**src/rtl/key_debounce.sv**
```systemverilog
// key_debounce: turns raw, bouncing, active-low push-button lines into clean
// per-key levels (state_o) and one-cycle press/release strobes (down_o/up_o).
//
// Each key has a 2-flop synchronizer followed by its own four-state FSM:
// RELEASED -> PRESS_CHK -> PRESSED -> RELEASE_CHK -> RELEASED.
// The FSM state of key k is visible as g_key[k].state for checkers.
//
// Optional feature, selected by the macro KEY_DEBOUNCE_AUTOREPEAT_EN:
// while a key stays PRESSED, down_o re-pulses REPEAT_DELAY cycles after the
// initial press and then every REPEAT_PERIOD cycles. Without the macro the
// repeat counters and the REPEAT_* parameters do not exist.
//
// Handshake: down_o and up_o are single-cycle strobes with no back-pressure.
// A consumer must sample them on the cycle they are high. state_o is a level.
module key_debounce #(
  parameter int N_KEYS          = 3,
  parameter int DEBOUNCE_CYCLES = 1000000,
`ifdef KEY_DEBOUNCE_AUTOREPEAT_EN
  parameter int REPEAT_DELAY    = 50000000,
  parameter int REPEAT_PERIOD   = 10000000,
`endif
  parameter int CNT_W           = 20
) (
  input  logic              clk100_i,
  input  logic              rstn_i,
  input  logic [N_KEYS-1:0] key_i,
  output logic [N_KEYS-1:0] state_o,
  output logic [N_KEYS-1:0] down_o,
  output logic [N_KEYS-1:0] up_o
);

  // Entering a check state already consumes one stable cycle, so the check
  // completes when cnt reaches DEBOUNCE_CYCLES-2. That gives exactly
  // DEBOUNCE_CYCLES check edges and cnt never gets near wrapping.
  localparam logic [CNT_W-1:0] CNT_LAST = CNT_W'(DEBOUNCE_CYCLES - 2);

`ifdef KEY_DEBOUNCE_AUTOREPEAT_EN
  localparam int RPT_MAX = (REPEAT_DELAY > REPEAT_PERIOD) ? REPEAT_DELAY : REPEAT_PERIOD;
  localparam int RPT_W   = (RPT_MAX > 2) ? $clog2(RPT_MAX) : 1;
  localparam logic [RPT_W-1:0] RD_LAST = RPT_W'(REPEAT_DELAY - 1);
  localparam logic [RPT_W-1:0] RP_LAST = RPT_W'(REPEAT_PERIOD - 1);
`endif

  typedef enum logic [1:0] {
    RELEASED    = 2'd0,
    PRESS_CHK   = 2'd1,
    PRESSED     = 2'd2,
    RELEASE_CHK = 2'd3
  } key_state_t;

  for (genvar k = 0; k < N_KEYS; k++) begin : g_key
    logic             sync1;
    logic             sync2;
    logic             s;
    key_state_t       state;
    logic [CNT_W-1:0] cnt;
    logic             level_q;
    logic             down_q;
    logic             up_q;
`ifdef KEY_DEBOUNCE_AUTOREPEAT_EN
    logic [RPT_W-1:0] rcnt;
    logic             rphase;   // 0: waiting for first repeat, 1: periodic
`endif

    // Two-flop synchronizer; resets to the released (high) pin level.
    always_ff @(posedge clk100_i or negedge rstn_i) begin
      if (!rstn_i) begin
        sync1 <= 1'b1;
        sync2 <= 1'b1;
      end else begin
        sync1 <= key_i[k];
        sync2 <= sync1;
      end
    end

    // Active-high pressed indication seen by the FSM.
    assign s = ~sync2;

    // Debounce FSM with registered level and strobe outputs.
    always_ff @(posedge clk100_i or negedge rstn_i) begin
      if (!rstn_i) begin
        state   <= RELEASED;
        cnt     <= '0;
        level_q <= 1'b0;
        down_q  <= 1'b0;
        up_q    <= 1'b0;
`ifdef KEY_DEBOUNCE_AUTOREPEAT_EN
        rcnt    <= '0;
        rphase  <= 1'b0;
`endif
      end else begin
        down_q <= 1'b0;
        up_q   <= 1'b0;
        case (state)
          RELEASED: begin
            if (s) begin
              state <= PRESS_CHK;
              cnt   <= '0;
            end
          end
          PRESS_CHK: begin
            if (!s) begin
              state <= RELEASED;
              cnt   <= '0;
            end else if (cnt == CNT_LAST) begin
              state   <= PRESSED;
              cnt     <= '0;
              level_q <= 1'b1;
              down_q  <= 1'b1;
`ifdef KEY_DEBOUNCE_AUTOREPEAT_EN
              rcnt    <= '0;
              rphase  <= 1'b0;
`endif
            end else begin
              cnt <= cnt + CNT_W'(1);
            end
          end
          PRESSED: begin
            if (!s) begin
              state <= RELEASE_CHK;
              cnt   <= '0;
`ifdef KEY_DEBOUNCE_AUTOREPEAT_EN
              rcnt   <= '0;
              rphase <= 1'b0;
`endif
            end
`ifdef KEY_DEBOUNCE_AUTOREPEAT_EN
            else if (rcnt == (rphase ? RP_LAST : RD_LAST)) begin
              down_q <= 1'b1;
              rcnt   <= '0;
              rphase <= 1'b1;
            end else begin
              rcnt <= rcnt + RPT_W'(1);
            end
`endif
          end
          RELEASE_CHK: begin
            if (s) begin
              state <= PRESSED;
              cnt   <= '0;
`ifdef KEY_DEBOUNCE_AUTOREPEAT_EN
              rcnt   <= '0;
              rphase <= 1'b0;
`endif
            end else if (cnt == CNT_LAST) begin
              state   <= RELEASED;
              cnt     <= '0;
              level_q <= 1'b0;
              up_q    <= 1'b1;
            end else begin
              cnt <= cnt + CNT_W'(1);
            end
          end
          default: begin
            state <= RELEASED;
            cnt   <= '0;
          end
        endcase
      end
    end

    assign state_o[k] = level_q;
    assign down_o[k]  = down_q;
    assign up_o[k]    = up_q;
  end

endmodule
```
**config.mk**
```make
export PLATFORM = sky130hd
export DESIGN_NAME = key_debounce
export DESIGN_NICKNAME = d
export VERILOG_FILES = /design/src/rtl/key_debounce.sv
export SDC_FILE = /design/constraint.sdc
export NUM_CORES = 1
export LEC_CHECK = 0
export ABC_CLOCK_PERIOD_IN_PS = 2300
export CAP_MARGIN = 25
export CORE_ASPECT_RATIO = 0.9
export CORE_MARGIN = 2
export CORE_UTILIZATION = 25
export DETAILED_ROUTE_END_ITERATION = 12
export PLACE_DENSITY_LB_ADDON = 0.15
export SETUP_SLACK_MARGIN = 0.4
export SYNTH_ARGS = -nofsm -noshare
export SYNTH_HDL_FRONTEND = slang
export SYNTH_SLANG_ARGS = --single-unit
```
**constraint.sdc**
```tcl
create_clock -name clk100_i -period 2.3 [get_ports clk100_i]
set_input_delay 0.46 -clock clk100_i [delete_from_list [all_inputs] [get_ports clk100_i]]
set_output_delay 0.46 -clock clk100_i [all_outputs]
set_load 0.01 [all_outputs]
```
==> impl_metrics.toml <==
[die]
initial_core_util = 0.255
floorplan.die.width_um = 142
ports = 14
die_height_um = 129
floorplan.die_area_mm2 = 0.0183
fp.coreArea_mm2 = 0.0169
std_cell_rows = 45

[placed_design]
finalWeightedCongestion = 0.774
placedInstanceArea_mm2 = 0.00476
numPortBuffers = 13
dp_hpwl_um = 6850

[synthesis]
ys_dominant_reg_cell = "sky130_fd_sc_hd__dfrtp_1"
synth_top_cells_by_count = "75 x sky130_fd_sc_hd__dfrtp_1, 50 x sky130_fd_sc_hd__nand2_1, 39 x sky130_fd_sc_hd__a21oi_1, 32 x sky130_fd_sc_hd__o21ai_0, 31 x sky130_fd_sc_hd__a31oi_1"
ffs_w_async_s_r_synth = 1.00
number_of_synthesized_register_bits = 81
synth_enable_flop_cells = 0
synthDominantAreaCellType = "sky130_fd_sc_hd__dfrtp_1"
netlist.area_leader.share = 0.435
netlist_area_mm2 = 0.00431
synthCells = 466
dominant_cell_by_count_in_the_synthesized_netlist = "sky130_fd_sc_hd__dfrtp_1"
syn_nets = 477
synthesis.area_per_instance_um2 = 9.26
netlist_top_cells_area = "sky130_fd_sc_hd__dfrtp_1 44%, sky130_fd_sc_hd__a21oi_1 4.5%, sky130_fd_sc_hd__a31oi_1 4.5%"
yosysWarningCount = 0
synth_seq_area_share = 0.472
synth_cell_types = 57

[clock_tree]
cts_tree = "done"
clock_tree.htree_level_count = 3
numClockSinks = 81
cts_root_buffer = "sky130_fd_sc_hd__clkbuf_16"
worstSkewPairLatency_ps = 340
cts-buffers-inserted = 9
clkSlewWorstSetupHoldPaths_ps = 70
cts_hold_buffers = 0
clock_tree.buffer_depth = 2

[timing]
top_achievable_clock_speed_mhz = 482
final_number_of_setup_violating_endpoints = 0
post-route-min-period_ps = 2070
final-max-slew-violation-count = 0
grt_setup_unrepaired = "true"
slew_headroom = 0.688
hold_viol_final = 0
final.period_utilization = 0.902
setup-tns-final_ps = 0
final.setup_skew_ps = 9.11
worst_slew_pin_tran_ps = 466

[detailed_routing]
route.vias.total = 3863
drc = 0
dr_vias_cell = 5.15
detail_route.wl_per_cell_um = 15.4
finalWirelength_um = 11600
first_iter_violations = 303
antenna_violating_nets_post_route = 0
dr.pass1.iters = 4

[worst_setup_path]
timing.critical_path.from_type = "flop"
critPathTopFamily = "simple AND/OR/NAND/NOR gates"
cp_num_cells = 6
cp.buffers_inverters = 1
reg2reg_depth = 6
critPathKind = "reg -> reg"
cp_max_fo = 6
critPathSlowestCell = "sky130_fd_sc_hd__or4_4"
cell_by_cell_trace_of_the_critical_path = "or4_4, nor4b_4, buf_4, a21oi_4, o311a_1, a221o_1"
r2r_slack_ps = 230
critPathCaptureType = "flop"
slowest_delay_ps = 540
critical_path_arrival_ps = 2300
timing.critical_path.required_ps = 2530

[cells_and_area]
area_growth_pct = 34.3
layout-drive-gt1-share = 0.289
filler_cells = 1740
antenna_cells = 0
final_nets = 545
finalInstanceArea_mm2 = 0.00580

[power]
total_leakage_power_nw = 2.37
ir_worst_vdd_v = 0.000365
cellPowerDensity_mw_per_mm2 = 890

[grt]
grt_remaining_overflow = 0
first_global_vias = 3643
globalRouteTotalUtil = 0.126
grt_antenna_before_repair = 0
grt_first_pass_wirelength_um = 18300
maximum_number_of_pins_on_one_net_before_global_route_repair = 48

[status]
run_status = "finished clean"

[min_path]
hold_path.class = "in -> async"

[run]
drv.max_cap_violation_count = 0
path summary, 6_finish.rpt:
kind,startpoint,to
max reg2reg,g_key[2].cnt[6],g_key[2].cnt[17]
min in group clk100_i,g_key[0].sync1,g_key[0].sync2
max,g_key[2].cnt[6],g_key[2].cnt[17]
min reg2reg,g_key[0].sync1,g_key[0].sync2
max in group asynchronous,rstn_i,g_key[2].cnt[13]
min,rstn_i,g_key[1].cnt[14]
flip-flops by register name, summed over array words and instances, names as in the netlist, named ones only:
register       flops
g_key.state        3
g_key.cnt         60
g_key.sync1        3
g_key.up_q         3
g_key.sync2        3
g_key.down_q       3
g_key.level_q      3
power by group:
part	internal (W)	total (W)	switching, W
Combinational	0.000871	0.00197	0.00110
Sequential	0.00156	0.00175	0.000190
Clock	0.000873	0.00145	0.000572
cells in the final DEF (no fill, tap or decap), drive strengths merged, types with 5 or more instances in the layout:
cell type / netlist / final
inv: 17 / 17
a31oi: 31 / 31
a21o: 11 / 12
clkbuf: 7 / 16
nand2: 50 / 50
and3: 8 / 8
and4: 9 / 9
or4: 5 / 5
nor4: 5 / 5
clkdlybuf4s50: 0 / 12
nor3: 15 / 15
dfstp: 6 / 6
nor2: 22 / 22
a21oi: 41 / 45
nand3: 27 / 27
xnor2: 5 / 5
o21ai: 33 / 33
dfrtp: 75 / 75
nand4: 12 / 12
buf: 19 / 64
or3: 7 / 7
ha: 6 / 6
nand2b: 6 / 6
metal layers:
metal	vias up	share of wire	global-route usage
li1	1866	-	-
met1	1890	0.49	0.178
met2	93	0.45	0.187
met3	14	0.049	0.0335
met4	0	0.012	0.0384
met5	-	0	0
final cells by class:
type / count / area [um^2] / share of cell area
clock buffer: 14 / 254 / 0.0438
clock inverter: 2 / 37.5 / 0.00648
inverter: 17 / 63.8 / 0.0110
multi-input combinational: 347 / 2420 / 0.418
sequential: 81 / 2040 / 0.352
tap: 211 / 264 / 0.0456
timing repair buffer: 78 / 714 / 0.123
worst register-to-register path, delay by kind of cell, from the launching register on:
kind / cells / cell delay [ps]
compound gates: 3 / 500
buf+inv: 1 / 210
flops: 1 / 380
simple gates: 2 / 870
per-stage QoR:
step | hold WS (ps) | instances | power [W] | setup WS [ps] | util
floorplan | 164 | 466 | 0.00265 | 287 | -
global placement | 347 | 687 | 0.00304 | 170 | 0.282
detailed placement | 347 | 687 | 0.00306 | 83.5 | 0.282
CTS | 71.3 | 727 | 0.00491 | 245 | 0.321
global route | 89.0 | 750 | 0.00548 | 147 | 0.343
finish | 62.4 | 750 | 0.00516 | 226 | 0.343
timing repair:
action                                  in CTS  in global routing
resized for setup                           51                 39
setup buffers                               20                 18
endpoints found under the hold margin        0                  0
pin swaps                                   23                 19
gates cloned                                 4                  4
endpoints found under the setup margin      56                 57
logic make-up after synthesis:
logic type      synth area share
compound gates             0.197
xor+xnor                  0.0142
fa+ha+maj                 0.0174
buf+inv                   0.0525
flops                      0.472
mux                       0.0119
simple gates               0.235
(Power assumes the default switching activity.)
